<file path="src/rtl/gmem_scheduler.sv">
// gmem_scheduler: round-robin global-memory arbiter with burst quota, lock and zero-bubble handoff
module gmem_scheduler #(
    parameter int NUM_CORES = 16,
    parameter int MAX_BURST = 4
) (
    input  logic                         clk,
    input  logic                         reset,
    input  logic [NUM_CORES-1:0]         request,
    input  logic [NUM_CORES-1:0]         lock,
    output logic [NUM_CORES-1:0]         grant_oh,
    output logic [$clog2(NUM_CORES)-1:0] grant_id,
    output logic                         grant_valid,
    output logic                         handoff
);
    localparam int W  = $clog2(NUM_CORES);
    localparam int CW = $clog2(MAX_BURST + 1);

    typedef enum logic {IDLE, OWN} state_t;

    state_t         state;
    logic [W-1:0]   ptr;
    logic [CW-1:0]  cnt;
    logic           own;
    logic           quota;
    logic           release_o;
    logic [W-1:0]   ptr_next;
    logic [W-1:0]   start;
    logic [NUM_CORES-1:0] mask;
    logic [W-1:0]   win;

    // grant_oh is zero in IDLE, so clearing it from request yields both search masks
    always_comb begin
        own       = state == OWN;
        quota     = cnt == CW'(MAX_BURST);
        mask      = request & ~grant_oh;
        release_o = own && (!request[grant_id] || (quota && !lock[grant_id] && |mask));
        ptr_next  = grant_id == W'(NUM_CORES - 1) ? '0 : grant_id + 1'b1;
        start     = own ? ptr_next : ptr;
    end

    // first set bit of mask scanning upward from start, wrapping around
    always_comb begin
        win = '0;
        for (int k = NUM_CORES - 1; k >= 0; k--)
            if (mask[(int'(start) + k) % NUM_CORES]) win = W'((int'(start) + k) % NUM_CORES);
    end

    // ownership FSM with registered grant outputs
    always_ff @(posedge clk or posedge reset) begin
        if (reset) begin
            state       <= IDLE;
            ptr         <= '0;
            cnt         <= '0;
            grant_oh    <= '0;
            grant_id    <= '0;
            grant_valid <= 1'b0;
            handoff     <= 1'b0;
        end else begin
            handoff <= 1'b0;
            if (!own || release_o) begin
                if (own) ptr <= ptr_next;
                if (|mask) begin
                    state       <= OWN;
                    grant_oh    <= NUM_CORES'(1) << win;
                    grant_id    <= win;
                    grant_valid <= 1'b1;
                    handoff     <= 1'b1;
                    cnt         <= CW'(1);
                end else begin
                    state       <= IDLE;
                    grant_oh    <= '0;
                    grant_id    <= '0;
                    grant_valid <= 1'b0;
                    cnt         <= '0;
                end
            end else begin
                cnt <= !quota ? cnt + 1'b1 : lock[grant_id] ? cnt : CW'(1);
            end
        end
    end
endmodule

</file>
<file path="config.mk">
export PLATFORM = sky130hd
export DESIGN_NAME = gmem_scheduler
export DESIGN_NICKNAME = d
export VERILOG_FILES = /design/src/rtl/gmem_scheduler.sv
export SDC_FILE = /design/constraint.sdc
export NUM_CORES = 1
export LEC_CHECK = 0
export CAP_MARGIN = 20
export CORE_MARGIN = 4
export CORE_UTILIZATION = 61
export DETAILED_ROUTE_END_ITERATION = 10
export GPL_TIMING_DRIVEN = 1
export PLACE_DENSITY = 0.89
export SETUP_SLACK_MARGIN = 0.05
export SYNTH_ARGS = -nofsm -noshare
export SYNTH_HDL_FRONTEND = slang
export SYNTH_SLANG_ARGS = --single-unit
</file>
<file path="constraint.sdc">
create_clock -name clk -period 6.5 [get_ports clk]
set_input_delay 0.65 -clock clk [delete_from_list [all_inputs] [get_ports clk]]
set_output_delay 0.65 -clock clk [all_outputs]
set_load 0.05 [all_outputs]
</file>
### Word level (Yosys, flattened, before mapping)

Cells that the tools add are included.

| word-level totals | value |
|---|---|
| register bits | 29 |
| bits in latches | 0 |
| bits in writable memories | 0 |
| memory bits (read-only) | 0 |
| input bits | 34 |
| logic and storage cells | 162 |
| memories | 0 |

| cells by class | value |
|---|---|
| add/subtract/negate cells | 17 |
| multiply operators | 0 |
| div/mod/pow operators | 0 |
| $lt $le $gt $ge | 17 |
| equality and inequality tests | 3 |
| shift operators | 1 |
| multiplexer cells | 77 |
| bitwise gates (word level) | 17 |
| reduce and logical (&&, ||, !) cells | 24 |

Operators with widths:

| operator | count |
|---|---|
| 5-bit by 6-bit less-than comparator with 1-bit output (second input constant) | 15 |
| 4-bit two-way mux | 19 |
| 1-bit binary-select mux with 4-bit select | 18 |
| 4-bit OR reduction | 15 |
| 1-bit two-way mux | 36 |
| 4-bit adder (second input constant) | 8 |
| 4-bit by 3-bit adder with 4-bit output (second input constant) | 4 |
| 16-bit bitwise AND | 1 |
| 16-bit two-way mux | 1 |
| 16-bit inverter | 1 |
| 16-bit OR reduction | 1 |
| 1-bit by 4-bit << shifter with 16-bit output (first input constant) | 1 |
| 1-bit bitwise AND (first input constant) | 15 |
| 4-bit by 5-bit less-than comparator with 1-bit output (second input constant) | 2 |
| 3-bit two-way mux | 3 |
| 4-bit by 1-bit adder with 4-bit output (second input constant) | 2 |
| 4-bit by 2-bit adder with 4-bit output (second input constant) | 2 |
| 4-bit equality test (second input constant) | 1 |
| 3-bit by 1-bit adder with 3-bit output (second input constant) | 1 |
| 3-bit equality test (second input constant) | 1 |
| 1-bit logical AND | 3 |
| 1-bit zero test | 3 |
| 3-bit by 2-bit inequality test with 1-bit output (second input constant) | 1 |
| 1-bit logical OR | 2 |

### Longest topological paths before layout

| logic depth | value |
|---|---|
| depth in word-level cells | 27 |
| mapped depth | 20 |

### Worst setup path before layout

Ideal clock, no wire load.

| timing path | value |
|---|---|
| kind | register to register |
| start | register grant_id[0] |
| end | register grant_oh[4] |
| setup time | 0.122 ns |
| arrival time | 4.579 ns |
| data required time | 6.378 ns |
| path slack | 1.799 ns |
| cell stages (with the launch flop) | 20 |
| path through | dfrtp_1 ha_1 a31oi_1 mux2i_4 inv_2 buf_6 buf_6 ha_1 clkbuf_1 clkbuf_1 mux2i_1 mux2i_2 mux2i_1 mux2i_4 nor3_1 a2111oi_4 a221oi_2 o31ai_4 and2b_2 a32o_1 |

| on the way | value |
|---|---|
| cells in the longest elaborated chain, start to end | 25 |
| elaborated cells on any way between the ends | 95 |
| those cells by class | 16 x add/sub; 1 x eq/ne; 1 x shift; 70 x mux; 7 x reduce/logical |

RTL lines:

| what | RTL line | source |
|---|---|---|
| from (decl) | 11 | `output logic [$clog2(NUM_CORES)-1:0] grant_id,` |
| from (signal assigned) | 65 | `grant_id <= win;` |
| 4-bit by 1-bit adder with 4-bit output / 4-bit equality test (equally long branches) | 37 | `ptr_next = grant_id == W'(NUM_CORES - 1) ? '0 : grant_id + 1'b1;` |
| 4-bit two-way mux (*) | 37 |  |
| 4-bit two-way mux (*) | n/a |  |
| named net start[0] | 27 | `logic [W-1:0] start;` |
| 4-bit adder | 45 | `if (mask[(int'(start) + k) % NUM_CORES]) win = W'((int'(start) + k) % NUM_CORES);` |
| 1-bit binary-select mux with 4-bit select | 45 |  |
| 1-bit two-way mux (implied by the code) (2 in series) | 45 |  |
| 4-bit two-way mux (15 in series) | 45 |  |
| 4-bit two-way mux (*) | 45 |  |
| 1-bit by 4-bit << shifter with 16-bit output (*) | 64 | `grant_oh <= NUM_CORES'(1) << win;` |
| 16-bit two-way mux (*) | 62 | `if (\|mask) begin` |
| to (signal assigned) | 64 |  |
| to (decl) | 10 | `output logic [NUM_CORES-1:0] grant_oh,` |

Mark *: on every way through the listed nets, which the timed path passes. The rest lies on a longest branch. The select of a mux whose other input is x is not followed.
A chain may end at the register's enable or synchronous reset.

### Final worst setup path

| timing path | value |
|---|---|
| start | register grant_id[0] |
| end | register grant_oh[9] |

| on the way | value |
|---|---|
| cells in the longest elaborated chain, start to end | 25 |
| elaborated cells on any way between the ends | 95 |
| those cells by class | 16 x add/sub; 1 x eq/ne; 1 x shift; 70 x mux; 7 x reduce/logical |

RTL lines:

| what | RTL line |
|---|---|
| 4-bit by 1-bit adder with 4-bit output / 4-bit equality test (equally long branches) | 37 |
| 4-bit two-way mux | 37 |
| 4-bit two-way mux | n/a |
| 4-bit adder | 45 |
| 1-bit binary-select mux with 4-bit select | 45 |
| 1-bit two-way mux (implied by the code) (2 in series) | 45 |
| 4-bit two-way mux (16 in series) | 45 |
| 1-bit by 4-bit << shifter with 16-bit output | 64 |
| 16-bit two-way mux | 62 |

Several ways; a longest one is shown, not always the timed one. The select of a mux whose other input is x is not followed.

==> impl_metrics.prom <==
# TYPE chip_impl_metric gauge
chip_impl_metric{name="timing.fmax",unit="MHz"} 186
chip_impl_info{name="timing.setup.critical_path_class",value="flip-flop to flip-flop"} 1
chip_impl_metric{name="finalSetupViolations",unit=""} 0
chip_impl_info{name="worstSetupStartpointType",value="flip-flop"} 1
chip_impl_metric{name="path_clk_slew",unit="ns"} 0.07
chip_impl_metric{name="grt_first_pass_wirelength",unit="µm"} 20800
chip_impl_metric{name="post_cts.repair.setup_buffers",unit=""} 0
chip_impl_metric{name="drtAntennaViolNets",unit=""} 0
chip_impl_metric{name="synthSimpleGateAreaFrac",unit="%"} 15.1
chip_impl_metric{name="initial_utilization",unit="%"} 64.2
chip_impl_metric{name="synth_edf_count",unit=""} 0
chip_impl_info{name="synth_top_family_by_area",value="multiplexers"} 1
chip_impl_metric{name="antenna_found_initial",unit=""} 0
chip_impl_metric{name="cts-buffers-inserted",unit=""} 5
chip_impl_info{name="tritoncts_clock_tree",value="yes"} 1
chip_impl_metric{name="wl_per_cell",unit="µm"} 23.9
chip_impl_info{name="dominantRegCellSynth",value="dfrtp_1"} 1
chip_impl_metric{name="hold_buffers",unit=""} 0
chip_impl_metric{name="cts_htree_levels",unit=""} 2
chip_impl_metric{name="cts.sink_count",unit=""} 29
chip_impl_metric{name="final.period_utilization",unit="%"} 82.7
chip_impl_metric{name="synthToLayoutAreaGrowth",unit="%"} 17.0
chip_impl_metric{name="core-area",unit="µm²"} 6460
chip_impl_metric{name="routed_wl",unit="µm"} 13400
chip_impl_metric{name="yosys.area.top_type_share",unit="%"} 17.5
chip_impl_metric{name="cp_data_arrival_time",unit="ns"} 5.60
chip_impl_metric{name="grt_usage",unit="%"} 31.5
chip_impl_info{name="cp_dominant_cell_by_count",value="ha_1"} 1
chip_impl_metric{name="detailed_routing_iteration_count_for_the_pre_antenna_repair_pass",unit=""} 6
chip_impl_metric{name="path_max_fanout",unit=""} 19
chip_impl_metric{name="vias_per_cell",unit=""} 7.28
chip_impl_info{name="cts.root.buffer_cell",value="clkbuf_8"} 1
chip_impl_metric{name="fin_area",unit="µm²"} 4850
chip_impl_metric{name="post_synth_inst_count",unit=""} 435
chip_impl_metric{name="max_slew.worst_pin.slew",unit="ns"} 0.960
chip_impl_metric{name="chipWidth",unit="µm"} 90.4
chip_impl_metric{name="timing_max_transition_violations_final",unit=""} 0
chip_impl_info{name="cp_cell_sequence",value="ha_1, mux2i_4, buf_4, inv_2, ha_1, mux2i_1, mux2i_2, mux2_1, nor2_1, or3_1, a221oi_2, a2111oi_4, nor4_2, nor2b_2, a32o_1"} 1
chip_impl_metric{name="ios",unit=""} 56
chip_impl_info{name="synth.top_cells.by_area",value="dfrtp_1 (18%), mux2i_1 (12%), mux4_2 (9.8%)"} 1
chip_impl_metric{name="total_neg_setup_slack",unit="ns"} 0
chip_impl_metric{name="synth.cell_area",unit="µm²"} 4150
chip_impl_metric{name="synth_adder_area_share",unit="%"} 3.02
chip_impl_metric{name="drt_iter0_drc",unit=""} 427
chip_impl_metric{name="final_core_utilization",unit="%"} 75.1
chip_impl_metric{name="period_needed",unit="ns"} 5.37
chip_impl_metric{name="worstSkewPairLatency",unit="ns"} 0.29
chip_impl_metric{name="max-clock-path-buffers",unit=""} 2
chip_impl_metric{name="finalWeightedCongestion",unit=""} 0.993
chip_impl_metric{name="die_height",unit="µm"} 90.4
chip_impl_metric{name="worst_slew_margin_rel",unit="%"} 35.8
chip_impl_info{name="run_status",value="finished, final reports clean"} 1
chip_impl_info{name="rsz0062_at_grt",value="no"} 1
chip_impl_metric{name="synth-xor-area-share",unit="%"} 3.44
chip_impl_metric{name="layout-drive-gt1-share",unit="%"} 19.0
chip_impl_info{name="timing.critical_path.slowest_stage_cell",value="dfrtp_1"} 1
chip_impl_info{name="critical-path-top-delay-family",value="simple AND/OR/NAND/NOR gates"} 1
chip_impl_metric{name="fin_skew",unit="ns"} 0.00557
chip_impl_metric{name="drt_drc_violations_left",unit=""} 0
chip_impl_metric{name="yosys.cell_types.count",unit=""} 81
chip_impl_metric{name="crit_required",unit="ns"} 6.73
chip_impl_metric{name="io_buffers",unit=""} 55
chip_impl_metric{name="share_of_synthesized_area_spent_on_multiplexers",unit="%"} 32.4
chip_impl_metric{name="filler_cell_count",unit=""} 456
chip_impl_metric{name="layout.cells.non_filler",unit=""} 561
chip_impl_metric{name="yosys_register_bits",unit=""} 29
chip_impl_metric{name="timing.final.hold_violations",unit=""} 0
chip_impl_info{name="hold_path_class",value="flip-flop to flip-flop"} 1
chip_impl_metric{name="global_route.overflow_total",unit=""} 0
chip_impl_metric{name="compound_gate_portion_of_the_synthesized_area",unit="%"} 23.2
chip_impl_metric{name="synth.net_count",unit=""} 479
chip_impl_metric{name="antennaDiodeCount",unit=""} 0
chip_impl_metric{name="async_flop_share",unit="%"} 100
chip_impl_metric{name="post_cts_resize_count",unit=""} 0
chip_impl_metric{name="numPlacedInstances",unit=""} 551
chip_impl_metric{name="nNetsFinal",unit=""} 527
chip_impl_info{name="worstSetupEndpointType",value="flip-flop"} 1
chip_impl_metric{name="floorplan.die_area",unit="µm²"} 8180
chip_impl_info{name="post-synth-top-area-cell",value="dfrtp_1"} 1
chip_impl_metric{name="critical_path.n_buffers_inverters",unit=""} 2
chip_impl_metric{name="max_stage_delay",unit="ns"} 0.77
chip_impl_metric{name="drv.max_cap_violation_count",unit=""} 0
chip_impl_metric{name="share_of_synthesized_area_occupied_by_flip_flops_and_latches",unit="%"} 17.5
chip_impl_metric{name="post_dp_cell_area",unit="µm²"} 4690
chip_impl_metric{name="grt_pass1_vias",unit=""} 3883
chip_impl_metric{name="routed-via-count",unit=""} 4082
chip_impl_metric{name="grt_max_degree",unit=""} 32
chip_impl_metric{name="dp_hpwl",unit="µm"} 10100
chip_impl_metric{name="site_row_count",unit=""} 29
chip_impl_metric{name="synth_area_per_cell",unit="µm²"} 9.53
chip_impl_metric{name="synthesis.yosys.warnings",unit=""} 0
[registers in the layout, indices dropped and copies added, names as in the netlist]
name	count
grant_oh	16
ptr	4
cnt	3
own	1
handoff	1
grant_id	4
[worst paths after layout]
check / from / to / slack, ns / cells after the start
max: grant_id[0] / grant_oh[9] / 1.13 / 15
min: cnt[2] / cnt[2] / 0.51 / 1
max reg2reg: grant_id[0] / grant_oh[9] / 1.13 / 15
min reg2reg: cnt[2] / cnt[2] / 0.51 / 1
max in group asynchronous: reset / grant_oh[4] / 5.25 / 3
min in group asynchronous: reset / grant_oh[10] / 0.73 / 2
[layout by cell type, fill, tap and decap left out, types with 3 or more instances in the layout]
cell type,count
clkbuf_8,6
nor3_1,5
o21ai_0,15
o21ai_1,8
buf_4,3
mux4_2,18
o211ai_1,5
and3_1,3
mux2i_4,3
nand2b_1,18
a21oi_1,25
nor2_1,30
nand3_1,4
mux2i_2,10
a32o_1,16
inv_2,3
a211oi_1,5
o31ai_1,3
o21bai_1,3
ha_1,10
nand2_1,30
nor2b_1,9
xnor2_2,3
inv_1,19
and2_1,3
xnor2_1,5
mux2_2,16
dfrtp_1,29
a211o_1,3
mux2i_1,51
clkdlybuf4s50_1,55
[cell type report]
class / count / area (µm²) / area share [%]
Sequential cell: 29 / 726 / 15.0
Tap cell: 77 / 96.3 / 1.99
Clock buffer: 6 / 82.6 / 1.70
Clock inverter: 2 / 37.5 / 0.774
Multi-Input combinational cell: 364 / 3200 / 66.0
Inverter: 23 / 88.8 / 1.83
Timing Repair Buffer: 60 / 616 / 12.7
[layer usage]
| metal | GRT usage (%) | up-vias | share of wire (%) |
|---|---|---|---|
| met5 | 0 | - | 0 |
| met4 | 7.02 | 0 | 2.1 |
| met1 | 43.4 | 2005 | 41 |
| met3 | 4.75 | 41 | 9.1 |
| li1 | - | 1780 | - |
| met2 | 52.3 | 256 | 48 |
[cell families after synthesis]
group,after synthesis
and+or+nand+nor,121
AOI/OAI and AO/OA,120
xor gates and xnor gates,12
DFF,29
adders and majority gates,10
muxes,101
buffers and inverters,42
[stage by stage]
stage,setup WS (ns),hold WS [ns]
final,1.13,0.514
after global routing,0.825,0.537
after CTS,1.21,0.510
after detailed placement,1.26,0.500
after global placement,1.38,0.481
after floorplan,1.80,0.462
[cell usage after synthesis (all sizes together) (3+ instances only)]
master and number:
mux2i 64, nor2 31, nand2 30, dfrtp 29, a21oi 26, inv 23, o21ai 23, mux2 19
mux4 18, nand2b 18, a32o 16, buf 15, ha 10, nor2b 10, xnor2 8, a211oi 5
and2 5, nor3 5, o211ai 5, a2111oi 4, a221oi 4, clkbuf 4, nand3 4, o21bai 4
o31ai 4, xor2 4, a211o 3, and3 3, nor4 3, o21a 3
Power is not shown: default switching activity piles up to over one toggle a cycle in this logic, so the estimate is an artifact.
